[config.mk]
export PLATFORM = sky130hd
export DESIGN_NAME = bus_read_tracker
export DESIGN_NICKNAME = d
export VERILOG_FILES = /design/src/rtl/bus_read_tracker.sv
export SDC_FILE = /design/constraint.sdc
export NUM_CORES = 1
export LEC_CHECK = 0
export ABC_AREA = 1
export BUFFER_PORTS_ARGS = -buffer_cell sky130_fd_sc_hd__buf_2
export CAP_MARGIN = 5
export CORE_ASPECT_RATIO = 1.4
export CORE_MARGIN = 8
export CORE_UTILIZATION = 25
export DETAILED_ROUTE_END_ITERATION = 12
export SKIP_CTS_REPAIR_TIMING = 1
export SLEW_MARGIN = 20
export SYNTH_ARGS = -nofsm -noshare
export SYNTH_HDL_FRONTEND = slang
export SYNTH_SLANG_ARGS = --single-unit
export TNS_END_PERCENT = 100
[constraint.sdc]
create_clock -name clk -period 8.15 [get_ports clk]
set_clock_uncertainty 0.15 [all_clocks]
set_input_delay 1.63 -clock clk [delete_from_list [all_inputs] [get_ports clk]]
set_output_delay 1.63 -clock clk [all_outputs]
set_load 0.02 [all_outputs]
[src/rtl/bus_read_tracker.sv]
`default_nettype none
// ============================================================================
// Module      : bus_read_tracker
// Description : Passive snooper for one CPU read channel. Pairs each data
//               handshake with the oldest outstanding address handshake
//               (in order), emits a registered one-cycle trace record with
//               access latency, and flags protocol violations with sticky
//               overflow/underflow bits. Never drives the bus.
// Revision    : 1.0 - initial release
// ============================================================================
module bus_read_tracker #(
    parameter int ADDR_WIDTH = 32,
    parameter int DATA_WIDTH = 32,
    parameter int DEPTH      = 4,
    parameter int LAT_WIDTH  = 16
) (
    input  logic                         clk,
    input  logic                         rst,
    input  logic                         addr_valid,
    input  logic                         addr_ready,
    input  logic [ADDR_WIDTH-1:0]        addr,
    input  logic                         data_valid,
    input  logic                         data_ready,
    input  logic [DATA_WIDTH-1:0]        data,
    output logic                         trace_valid,
    output logic [ADDR_WIDTH-1:0]        trace_addr,
    output logic [DATA_WIDTH-1:0]        trace_data,
    output logic [LAT_WIDTH-1:0]         trace_latency,
    output logic [$clog2(DEPTH+1)-1:0]   outstanding,
    output logic                         err_overflow,
    output logic                         err_underflow
);

    // Pointer width relies on DEPTH being a power of two so that the
    // pointers wrap naturally at DEPTH.
    localparam int C_PTR_W = $clog2(DEPTH);
    localparam int C_CNT_W = $clog2(DEPTH + 1);
    localparam logic [C_CNT_W-1:0] C_FULL_COUNT = C_CNT_W'(DEPTH);
    localparam logic [C_CNT_W-1:0] C_EMPTY_COUNT = '0;

    // ------------------------------------------------------------------
    // State
    // ------------------------------------------------------------------
    logic [LAT_WIDTH-1:0]  r_now;
    logic [C_PTR_W-1:0]    r_wr_ptr;
    logic [C_PTR_W-1:0]    r_rd_ptr;
    logic [C_CNT_W-1:0]    r_count;
    logic [ADDR_WIDTH-1:0] r_addr_mem  [DEPTH];
    logic [LAT_WIDTH-1:0]  r_stamp_mem [DEPTH];

    logic                  r_trace_valid;
    logic [ADDR_WIDTH-1:0] r_trace_addr;
    logic [DATA_WIDTH-1:0] r_trace_data;
    logic [LAT_WIDTH-1:0]  r_trace_latency;
    logic                  r_err_overflow;
    logic                  r_err_underflow;

    // ------------------------------------------------------------------
    // Handshake decode
    // ------------------------------------------------------------------
    logic w_addr_hs;
    logic w_data_hs;
    logic w_empty;
    logic w_full;
    logic w_pop;
    logic w_push;
    logic w_underflow;
    logic w_overflow;

    // Pop is judged against the pre-cycle occupancy, so a same-cycle
    // address can never satisfy the data beat of that cycle; a push into a
    // full FIFO is legal only when the head is leaving in the same cycle.
    always_comb begin
        w_addr_hs   = addr_valid && addr_ready;
        w_data_hs   = data_valid && data_ready;
        w_empty     = (r_count == C_EMPTY_COUNT);
        w_full      = (r_count == C_FULL_COUNT);
        w_pop       = w_data_hs && !w_empty;
        w_push      = w_addr_hs && (!w_full || w_pop);
        w_underflow = w_data_hs && w_empty;
        w_overflow  = w_addr_hs && w_full && !w_pop;
    end

    // Free-running cycle stamp; wraps modulo 2^LAT_WIDTH.
    always_ff @(posedge clk) begin
        if (rst) begin
            r_now <= '0;
        end else begin
            r_now <= r_now + 1'b1;
        end
    end

    // FIFO storage: address and arrival stamp of each accepted read.
    // Contents need no reset; occupancy alone decides what is valid.
    always_ff @(posedge clk) begin
        if (!rst && w_push) begin
            r_addr_mem[r_wr_ptr]  <= addr;
            r_stamp_mem[r_wr_ptr] <= r_now;
        end
    end

    // FIFO pointers and occupancy count.
    always_ff @(posedge clk) begin
        if (rst) begin
            r_wr_ptr <= '0;
            r_rd_ptr <= '0;
            r_count  <= '0;
        end else begin
            if (w_push) begin
                r_wr_ptr <= r_wr_ptr + 1'b1;
            end
            if (w_pop) begin
                r_rd_ptr <= r_rd_ptr + 1'b1;
            end
            case ({w_push, w_pop})
                2'b10:   r_count <= r_count + 1'b1;
                2'b01:   r_count <= r_count - 1'b1;
                default: r_count <= r_count;
            endcase
        end
    end

    // Trace record: registered one cycle after the data handshake; fields
    // hold their last value while no record is being presented.
    always_ff @(posedge clk) begin
        if (rst) begin
            r_trace_valid   <= 1'b0;
            r_trace_addr    <= '0;
            r_trace_data    <= '0;
            r_trace_latency <= '0;
        end else begin
            r_trace_valid <= w_pop;
            if (w_pop) begin
                r_trace_addr    <= r_addr_mem[r_rd_ptr];
                r_trace_data    <= data;
                r_trace_latency <= r_now - r_stamp_mem[r_rd_ptr];
            end
        end
    end

    // Sticky protocol-violation flags, cleared only by reset.
    always_ff @(posedge clk) begin
        if (rst) begin
            r_err_overflow  <= 1'b0;
            r_err_underflow <= 1'b0;
        end else begin
            if (w_overflow) begin
                r_err_overflow <= 1'b1;
            end
            if (w_underflow) begin
                r_err_underflow <= 1'b1;
            end
        end
    end

    // ------------------------------------------------------------------
    // Outputs
    // ------------------------------------------------------------------
    assign trace_valid   = r_trace_valid;
    assign trace_addr    = r_trace_addr;
    assign trace_data    = r_trace_data;
    assign trace_latency = r_trace_latency;
    assign outstanding   = r_count;
    assign err_overflow  = r_err_overflow;
    assign err_underflow = r_err_underflow;

endmodule
`default_nettype wire
==> flow_summary_export.csv, run 1 <==
group,metric,value,unit
critical_path,cp_data_arrival_time,4.49,ns
power,finalPower,3460,uW
logic_synthesis,synth.distinct_cells,40,
cts,cts_tree,"yes",
logic_synthesis,yosys.area.top_type_share,47.4,%
global_route,antenna_found_initial,5,
critical_path,worstPathRequired,8.15,ns
timing,min_period,4.50,ns
placed_design,portBuffers,155,
power,vdd_ir_drop_max,106,uV
timing,tightest_slew,1.03,ns
cells_and_area,drive_above_1_share,17.4,%
power,power_frac_comb,9.5,%
global_route,grt_first_pass_wirelength,47800,um
cts,clk_path_buf_depth,3,
floorplanning,num_rows,95,
power,p_int,2630,uW
cts,clkLatencyLatePin,0.50,ns
power,p_seq_share,48.9,%
timing,period_share,55.2,%
logic_synthesis,synthesis.instances,1187,
logic_synthesis,yosysWarnings,0,
placed_design,hpwl,19500,um
floorplanning,start_util,25.3,%
logic_synthesis,ys_seq_elements,300,
power,leakage,0.00582,uW
hold_path,hold_path.class,"flip-flop to flip-flop",
critical_path,startpoint_type,"input port",
detailed_routing,avgRoutedWirePerCell,15.3,um
timing,finalHoldViolations,0,
logic_synthesis,yosys-top-cells-area,"edfxtp_1, dfxtp_1, nor2_1, o21ai_0, nand2_1",
hold_path,min-delay-start,"err_underflow",
logic_synthesis,synthFlopType,"edfxtp_1",
critical_path,startpoint,"rst",
cts,cts.sinks,300,
detailed_routing,drt_iter0_drc,390,
power,p_per_area,238,nW/um^2
logic_synthesis,synth_edf_count,192,
floorplanning,boundaryPins,156,
timing,setup_ws,3.65,ns
logic_synthesis,avgSynthCellArea,10.3,sq um
floorplanning,die_y,277,um
timing,finalMaxSlewViolations,0,
critical_path,path_max_fanout,87,
cells_and_area,fin_area,14600,sq um
logic_synthesis,synth_area_leader_cell,"edfxtp_1",
timing,max_freq,222,MHz
logic_synthesis,syn_area,12200,sq um
detailed_routing,routed_wl,30300,um
detailed_routing,highest_layer,"met5",
timing,rsz0062_at_grt,"false",
power,swShare,24.1,%
global_route,grt_overflow,0,
critical_path,critPathBufInv,4,
cells_and_area,synthToLayoutAreaGrowth,19.7,%
timing,holdWs,0.308,ns
detailed_routing,vias_per_cell,4.33,
placed_design,gp_congestion,0.782,
placed_design,post-place-ws,3.07,ns
detailed_routing,drtAntennaViolNets,0,
global_route,grt_pass1_vias,8654,
floorplanning,die-area,56100,sq um
floorplanning,core_area,48000,sq um
run,drv_cap,0,
cells_and_area,nets,1421,
placed_design,placed_area,13500,sq um
critical_path,crit_family,"buffers and inverters",
logic_synthesis,synthTopCellsByCount,"nor2_1, edfxtp_1, nand2_1, o21ai_0, dfxtp_1",
detailed_routing,routed-via-count,8594,
critical_path,max_stage_delay,0.77,ns
timing,relSlewSlack,31.1,%
cts,cts_made_buffers,34,
logic_synthesis,synthArstFlopShare,0,%
power,p_sw,834,uW
detailed_routing,drc,0,
logic_synthesis,synth_nets,1280,
cells_and_area,n_fill_cell,4998,
floorplanning,die_width,202,um
detailed_routing,wl_met3,1680,um
critical_path,crit_type,"input port to flip-flop",
cts,root_buffer,"clkbuf_16",
detailed_routing,met2_length,16000,um
global_route,grt_max_degree,88,
power,clockPowerShare,41.6,%
status,status,"finished clean",
timing,final-setup-viol-count,0,
logic_synthesis,ys_seq_area_share,65.1,%
detailed_routing,m1WireLength,12100,um
logic_synthesis,yosys.cell_count.top_type,"nor2_1",
global_route,grt_usage,10.5,%
critical_path,critPathCaptureType,"flip-flop",
critical_path,cpMostUsedCell,"buf_4",
cts,cts_max_level,2,
critical_path,slowest_stage,"nor2_4",
cts,path_clk_slew,0.06,ns
detailed_routing,drt_first_pass_iters,4,
critical_path,path_cells,"buf_2, inv_2, buf_4, nand2_1, nor2_4, buf_4",
timing,tns,0,ns
[path summary, 6_finish.rpt]
kind,slack [ns],end,depth (start not counted)
worst min register to register,0.31,err_underflow,1
worst min-delay path,0.31,err_underflow,1
worst max register to register,4.82,trace_latency[14],15
worst max-delay path,3.65,r_addr_mem[0][17],6
[registers in the layout (all words and copies together), names as in the netlist, named ones only]
register	flops
r_addr_mem	128
r_stamp_mem	64
trace_addr	32
trace_data	32
r_now	16
trace_latency	16
outstanding	3
r_rd_ptr	2
r_wr_ptr	2
err_overflow	1
err_underflow	1
trace_valid	1
[layer usage]
metal / up-vias / GRT usage (%)
li1: 4312 / -
met1: 4040 / 11.8
met2: 195 / 19.5
met3: 45 / 2.22
met4: 2 / 2.79
met5: - / 0
[power by group through the flow]
| stage | Sequential, uW | Clock, uW | Combinational [uW] |
|---|---|---|---|
| finish | 1690 | 1440 | 328 |
| global route | 1700 | 1540 | 369 |
| CTS | 1690 | 1480 | 335 |
| detailed placement | 1730 | 0 | 334 |
| global placement | 1730 | 0 | 327 |
| floorplan | 1760 | 0 | 179 |
[final cells by class]
type | count | area (sq um) | share of cell area, %
Inverter | 85 | 322 | 2.21
Sequential cell | 300 | 7930 | 54.4
Tap cell | 630 | 788 | 5.41
Clock buffer | 45 | 953 | 6.54
Antenna cell | 2 | 5.00 | 0.0343
Clock inverter | 16 | 110 | 0.756
Multi-Input combinational cell | 743 | 3620 | 24.8
Timing Repair Buffer | 164 | 843 | 5.79
[worst register-to-register path, stage by stage (launching register included)]
cell,delay [ns]
dfxtp_1,0.29
buf_4,0.23
inv_1,0.78
o21ai_0,0.17
o22ai_1,0.19
ha_1,0.19
inv_1,0.08
fa_1,0.41
nand2_1,0.08
nand2_1,0.07
nand3_1,0.09
nand2_1,0.12
nand2_1,0.11
a21oi_1,0.07
nor2_1,0.15
nor2_1,0.06
[through the flow]
stage	instances	utilization, %
floorplan	1187	-
global placement	1922	28.1
detailed placement	1922	28.1
CTS	1983	30.3
global route	1983	30.3
finish	1985	30.3
[placed cells by master (no fill, tap or decap), types with 2 or more instances in the layout]
master,Yosys,layout
a21oi_1,38,38
a31oi_1,33,33
a32o_1,14,14
buf_2,18,155
buf_4,9,9
clkbuf_1,22,6
clkbuf_16,0,35
clkbuf_8,0,4
clkinv_1,0,5
clkinv_2,0,7
dfxtp_1,108,107
diode_2,0,2
edfxtp_1,192,192
fa_1,2,2
ha_1,21,21
inv_1,79,78
inv_2,5,6
inv_6,0,3
nand2_1,160,160
nand2_2,2,2
nand3_1,25,25
nand4_1,5,5
nor2_1,264,260
nor2_4,1,5
nor3_1,7,7
o21a_1,2,2
o21ai_0,137,137
o21ai_1,12,12
xnor2_1,2,2
xor2_1,5,5
[kinds of logic after synthesis]
logic type	count (synthesis)	share of synthesized area [%]
adders and majority gates	23	2.49
xor gates and xnor gates	7	0.504
DFF	300	65.1
and+or+nand+nor	474	15.7
buffers and inverters	144	5.36
AOI/OAI and AO/OA	239	10.8
Note: power is estimated with default switching activity, not from simulation.
==> run 2, diff against run 1 <==
==> constraint.sdc (replaced) <==
create_clock -name clk -period 4.3 [get_ports clk]
set_clock_uncertainty 0.15 [all_clocks]
set_input_delay 0.86 -clock clk [delete_from_list [all_inputs] [get_ports clk]]
set_output_delay 0.86 -clock clk [all_outputs]
set_load 0.02 [all_outputs]
==> run 2 against run 1 <==
Routed wire length is 1.4% higher. Non-clock buffer count is 3 higher. Register-to-register slack got worse by 3.5 ns. Critical endpoint is now trace_latency[10].
==> flow_summary_export.csv, run 2 (synthesis gave the netlist of run 1 again) <==
group,metric,value,unit
status,status,"finished clean",
cts,cts_tree,"yes",
timing,relSlewSlack,32.0,%
placed_design,post-place-ws,1.29,ns
critical_path,critPathCaptureType,"flip-flop",
timing,max_freq,331,MHz
detailed_routing,drt_first_pass_iters,5,
cells_and_area,drive_above_1_share,17.3,%
critical_path,crit_type,"flip-flop to flip-flop",
cells_and_area,final_cell_mix,"nor2_1, edfxtp_1, nand2_1, buf_2, o21ai_0",
timing,final-setup-viol-count,0,
cts,clk_path_buf_depth,3,
power,vdd_ir_drop_max,342,uV
timing,tightest_slew,1.02,ns
cts,cts_made_buffers,31,
cts,path_clk_slew,0.06,ns
critical_path,startpoint_type,"flip-flop",
floorplanning,die-area,56100,sq um
global_route,grt_overflow,0,
floorplanning,num_rows,95,
run,drv_cap,0,
global_route,grt_first_pass_wirelength,48400,um
floorplanning,boundaryPins,156,
cells_and_area,nets,1421,
cells_and_area,synthToLayoutAreaGrowth,19.3,%
timing,rsz0062_at_grt,"false",
cts,clkLatencyLatePin,0.57,ns
power,p_per_area,440,nW/um^2
global_route,grt_pass1_vias,8780,
critical_path,path_max_fanout,30,
floorplanning,die_width,202,um
timing,tns,0,ns
detailed_routing,drtAntennaViolNets,0,
power,leakage,0.00580,uW
detailed_routing,drt_iter0_drc,425,
detailed_routing,routed-via-count,8780,
cts,root_buffer,"clkbuf_16",
cts,cts_max_level,1,
timing,setup_ws,1.28,ns
cells_and_area,top_regs,"r_addr_mem (128), r_stamp_mem (64)",
cells_and_area,largest-register,"r_addr_mem",
detailed_routing,drc,0,
cells_and_area,largest_reg_flops,128,
detailed_routing,vias_per_cell,4.43,
critical_path,slowest_stage,"inv_1",
cells_and_area,layout_commonest_cell,"nor2_1",
floorplanning,start_util,25.3,%
placed_design,hpwl,20200,um
timing,period_share,70.3,%
cells_and_area,utilization,30.2,%
global_route,grt_max_degree,87,
critical_path,path_cells,"inv_1, o21ai_0, o22ai_1, ha_1, inv_1, fa_1, nand2_1, nand2_1, nand3_1, nand2_1, nand2_1, nand2_1, nand2_1, nand3_1, nand2_1, inv_1",
timing,min_period,3.02,ns
critical_path,worstPathRequired,4.61,ns
floorplanning,die_y,277,um
placed_design,gp_congestion,0.856,
critical_path,critPathBufInv,3,
cts,cts.sinks,300,
critical_path,crit_family,"buffers and inverters",
hold_path,hold_path.class,"flip-flop to flip-flop",
global_route,grt_usage,10.5,%
timing,finalHoldViolations,0,
detailed_routing,routed_wl,30700,um
critical_path,cp_data_arrival_time,3.33,ns
timing,finalMaxSlewViolations,0,
floorplanning,core_area,48000,sq um
critical_path,cpMostUsedCell,"nand2_1",
critical_path,max_stage_delay,0.64,ns
global_route,antenna_found_initial,7,
detailed_routing,avgRoutedWirePerCell,15.5,um
placed_design,portBuffers,155,
run 2: cell count changes in the layout (fill, tap and decap cells not counted):
| cell | delta |
|---|---|
| inv_6 | -3 |
| inv_16 | +1 |
| clkinv_1 | -5 |
| buf_12 | +2 |
| buf_4 | +1 |
| clkbuf_1 | +5 |
| clkbuf_16 | -4 |
| diode_2 | -1 |
| clkbuf_8 | +1 |
run 2: path summary, 6_finish.rpt:
| check | from | end | slack (ns) | depth (start not counted) |
|---|---|---|---|---|
| setup / recovery | flip-flop | trace_latency[10] | 1.28 | 16 |
| hold / removal | err_underflow | err_underflow | 0.31 | 1 |
| setup reg to reg | flip-flop | trace_latency[10] | 1.28 | 16 |
| hold reg to reg | err_underflow | err_underflow | 0.31 | 1 |
run 2: stage by stage:
step	hold WS (ns)	area (sq um)	power, uW	instances
finish	0.313	14500	6390	1982
global route	0.335	14500	6660	1982
CTS	0.318	14500	6470	1981
detailed placement	0.304	13500	3910	1925
global placement	0.296	13500	3900	1925
floorplan	0.303	12200	3680	1187
run 2: where the power goes:
part	internal, uW	switching, uW	total (uW)
logic	203	431	634
registers	3160	50.3	3210
clock network	1480	1080	2550
run 2: cell type report:
| type | count | area (sq um) |
|---|---|---|
| Antenna cell | 1 | 2.50 |
| Clock buffer | 47 | 886 |
| Clock inverter | 9 | 85.1 |
| Fill cell | 4996 | 33500 |
| Inverter | 85 | 322 |
| Multi-Input combinational cell | 743 | 3620 |
| Sequential cell | 300 | 7930 |
| Tap cell | 630 | 788 |
| Timing Repair Buffer | 167 | 891 |
run 2: metal layers:
layer | track usage, % | wire, um | vias up
li1 | - | - | 4314
met2 | 19.4 | 15700 | 220
met3 | 1.73 | 1430 | 64
met5 | 0 | 16 | -
met4 | 3.17 | 863 | 4
met1 | 12.2 | 12700 | 4178
run 2: worst reg2reg max path, delay by kind of cell (launching register included):
family,cells,cell delay [ns]
buffers and inverters,3,0.74
adder cells (fa/ha/maj),2,0.58
flip-flops,1,0.32
AO/OA/AOI/OAI,2,0.42
AND/OR/NAND/NOR,9,0.70
==> run 3, diff against run 2 <==
--- a/config.mk
+++ b/config.mk
@@ -5,7 +5,7 @@
 export SDC_FILE = /design/constraint.sdc
 export NUM_CORES = 1
 export LEC_CHECK = 0
-export ABC_AREA = 1
+export ABC_AREA = 0
 export BUFFER_PORTS_ARGS = -buffer_cell sky130_fd_sc_hd__buf_2
 export CAP_MARGIN = 5
 export CORE_ASPECT_RATIO = 1.4
==> constraint.sdc (replaced) <==
create_clock -name clk -period 2.5 [get_ports clk]
set_clock_uncertainty 0.15 [all_clocks]
set_input_delay 0.5 -clock clk [delete_from_list [all_inputs] [get_ports clk]]
set_output_delay 0.5 -clock clk [all_outputs]
set_load 0.02 [all_outputs]
==> run 3 against run 2 <==
The run now ends with setup timing left. Die area is 4.2% lower. Design area grew 7.4%. Clock power rose by 87%. Via count shrank 14%. Synthesized cell count down 29%. Sequential power increased by 71%. Worst setup slack got worse by 1.6 ns. Critical path type unchanged. Highest routed layer is now met4.
==> flow_summary_export.csv, run 3 <==
group,metric,value,unit
hold_path,hold_depth,3,
detailed_routing,drc,0,
cts,cts_max_level,1,
floorplanning,start_util,25.3,%
floorplanning,boundaryPins,156,
timing,max_freq,352,MHz
hold_path,hold_end,"trace_data[0]",
logic_synthesis,synth.distinct_cells,46,
placed_design,gp_congestion,0.768,
critical_path,critPathCaptureType,"flip-flop",
logic_synthesis,synthFlopType,"edfxtp_1",
placed_design,hpwl,18800,um
run,drv_cap,0,
logic_synthesis,yosys-top-cells-area,"edfxtp_1, dfxtp_1, mux4_2, nand2_1, a21oi_1",
logic_synthesis,synthArstFlopShare,0,%
global_route,grt_overflow,0,
critical_path,worstReg2RegEnd,"trace_latency[15]",
floorplanning,core_area,46000,sq um
critical_path,path_max_fanout,4,
detailed_routing,drt_first_pass_iters,4,
cells_and_area,largest_reg_flops,128,
cells_and_area,nets,1204,
global_route,grt_usage,9.95,%
cells_and_area,final_cell_mix,"edfxtp_1, buf_2, nand2_1, dfxtp_1, a21oi_1",
logic_synthesis,ys_seq_elements,300,
timing,period_share,114,%
cells_and_area,top_regs,"r_addr_mem (128), r_stamp_mem (64)",
cts,cts_made_buffers,31,
critical_path,worstPathRequired,2.81,ns
timing,setup_ws,-0.338,ns
floorplanning,die_y,271,um
logic_synthesis,synthTopCellsByCount,"edfxtp_1, nand2_1, dfxtp_1, a21oi_1, mux4_2",
floorplanning,die_width,198,um
status,status,"finished, violations left",
timing,tightest_slew,0.519,ns
detailed_routing,avgRoutedWirePerCell,15.9,um
critical_path,startpoint_type,"flip-flop",
detailed_routing,vias_per_cell,4.29,
cells_and_area,fin_area,15600,sq um
power,vdd_ir_drop_max,604,uV
cells_and_area,synthToLayoutAreaGrowth,34.3,%
logic_synthesis,synthesis.instances,839,
logic_synthesis,syn_area,11600,sq um
placed_design,portBuffers,155,
logic_synthesis,synth_area_leader_cell,"edfxtp_1",
cts,clk_path_buf_depth,3,
detailed_routing,drtAntennaViolNets,0,
timing,relSlewSlack,65.4,%
power,leakage,0.00566,uW
hold_path,hold_path.class,"input port to flip-flop",
logic_synthesis,avgSynthCellArea,13.9,sq um
cells_and_area,drive_above_1_share,34.2,%
hold_path,min-delay-start,"data[0]",
detailed_routing,routed_wl,27900,um
cells_and_area,layout_commonest_cell,"edfxtp_1",
timing,tns,-2.34,ns
critical_path,r2r_cells,10,
status,violations,"setup timing",
timing,min_period,2.84,ns
logic_synthesis,yosysWarnings,0,
floorplanning,die-area,53700,sq um
detailed_routing,drt_iter0_drc,282,
logic_synthesis,ys_seq_area_share,68.2,%
critical_path,crit_type,"flip-flop to flip-flop",
logic_synthesis,synth_edf_count,192,
global_route,grt_first_pass_wirelength,42500,um
timing,final-setup-viol-count,10,
timing,finalHoldViolations,0,
global_route,grt_max_degree,47,
cts,path_clk_slew,0.07,ns
cells_and_area,n_fill_cell,4498,
global_route,grt_pass1_vias,7723,
cts,clkLatencyLatePin,0.58,ns
global_route,antenna_found_initial,0,
cells_and_area,multi_input_area,3710,sq um
logic_synthesis,synth_nets,932,
critical_path,reg2reg_slack,-0.34,ns
detailed_routing,routed-via-count,7517,
critical_path,cp_data_arrival_time,3.15,ns
power,p_per_area,736,nW/um^2
timing,rsz0062_at_grt,"true",
cts,cts.sinks,300,
cts,root_buffer,"clkbuf_16",
cells_and_area,largest-register,"r_addr_mem",
floorplanning,num_rows,93,
logic_synthesis,yosys.area.top_type_share,49.6,%
cts,cts_tree,"yes",
placed_design,placed_area,13900,sq um
cells_and_area,regArea,7930,sq um
timing,finalMaxSlewViolations,0,
logic_synthesis,yosys.cell_count.top_type,"edfxtp_1",
run 3: cell types whose count changed after synthesis, moves of 8 or more:
cell,previous run,this run
nand3_1,25,8
o21ai_0,137,11
a31oi_1,33,4
o21ai_1,12,0
a21oi_1,38,86
mux4_2,0,48
and3_1,0,8
inv_1,79,24
a32o_1,14,2
buf_4,9,0
nor2_1,264,40
run 3: cell type report:
class,count,share of cell area [%]
well taps,617,4.95
clock inverters,17,1.19
inverters,24,0.577
diodes,1,0.0160
multi-input cells,472,23.8
repair buffers,282,13.0
clock buffers,41,5.68
flip-flops and latches,300,50.8
run 3: logic make-up after synthesis:
kind of cell | count (synthesis) | synth area share (%)
flip-flops | 300 | 68.2
AND/OR/NAND/NOR | 245 | 9.10
AO/OA/AOI/OAI | 135 | 6.86
buffers and inverters | 67 | 2.34
multiplexers | 48 | 9.30
adder cells (fa/ha/maj) | 23 | 2.61
XOR/XNOR | 21 | 1.58
run 3: worst max path at each step:
stage	from	end	slack, ns	cells past startpoint
finish	flip-flop	trace_latency[15]	-0.34	10
global route	flip-flop	trace_latency[15]	-0.46	10
CTS	flip-flop	trace_latency[15]	-0.48	9
detailed placement	flip-flop	trace_latency[15]	-0.43	9
global placement	flip-flop	trace_latency[15]	-0.35	9
floorplan	flip-flop	trace_latency[15]	-0.34	10
run 3: report_power, final:
part | internal, uW | switching, uW | leakage (uW)
Sequential | 5400 | 79.6 | 0.00263
Clock | 2820 | 1960 | 0.000524
Combinational | 547 | 674 | 0.00251
Total | 8770 | 2710 | 0.00566
run 3: layer usage:
layer | up-vias | global-route usage [%] | part of all wire [%]
li1 | 3626 | - | -
met3 | 56 | 1.63 | 5.6
met1 | 3647 | 11.5 | 41
met5 | - | 0 | 0
met2 | 188 | 17.7 | 50
met4 | 0 | 4.47 | 3.3
run 3: metrics by stage:
stage	util, %	std cells	setup slack [ns]	power, uW	hold WS [ns]
final	33.9	1754	-0.338	11500	0.0000907
after global routing	33.9	1753	-0.457	11900	0.0000260
after CTS	32.5	1707	-0.483	11600	-0.0602
after detailed placement	30.2	1649	-0.428	6730	0.294
after global placement	30.2	1649	-0.349	6690	0.289
after floorplan	-	839	-0.337	6270	0.311
run 3: critical path, cell delays in order (launching register included):
cell and delay, ns:
dfxtp_4 0.38, buf_4 0.13, mux4_2 0.50, inv_2 0.07, ha_1 0.24, a21oi_2 0.18
a211o_1 0.23, a2111oi_4 0.10, buf_4 0.14, or3_1 0.33, a32o_1 0.26
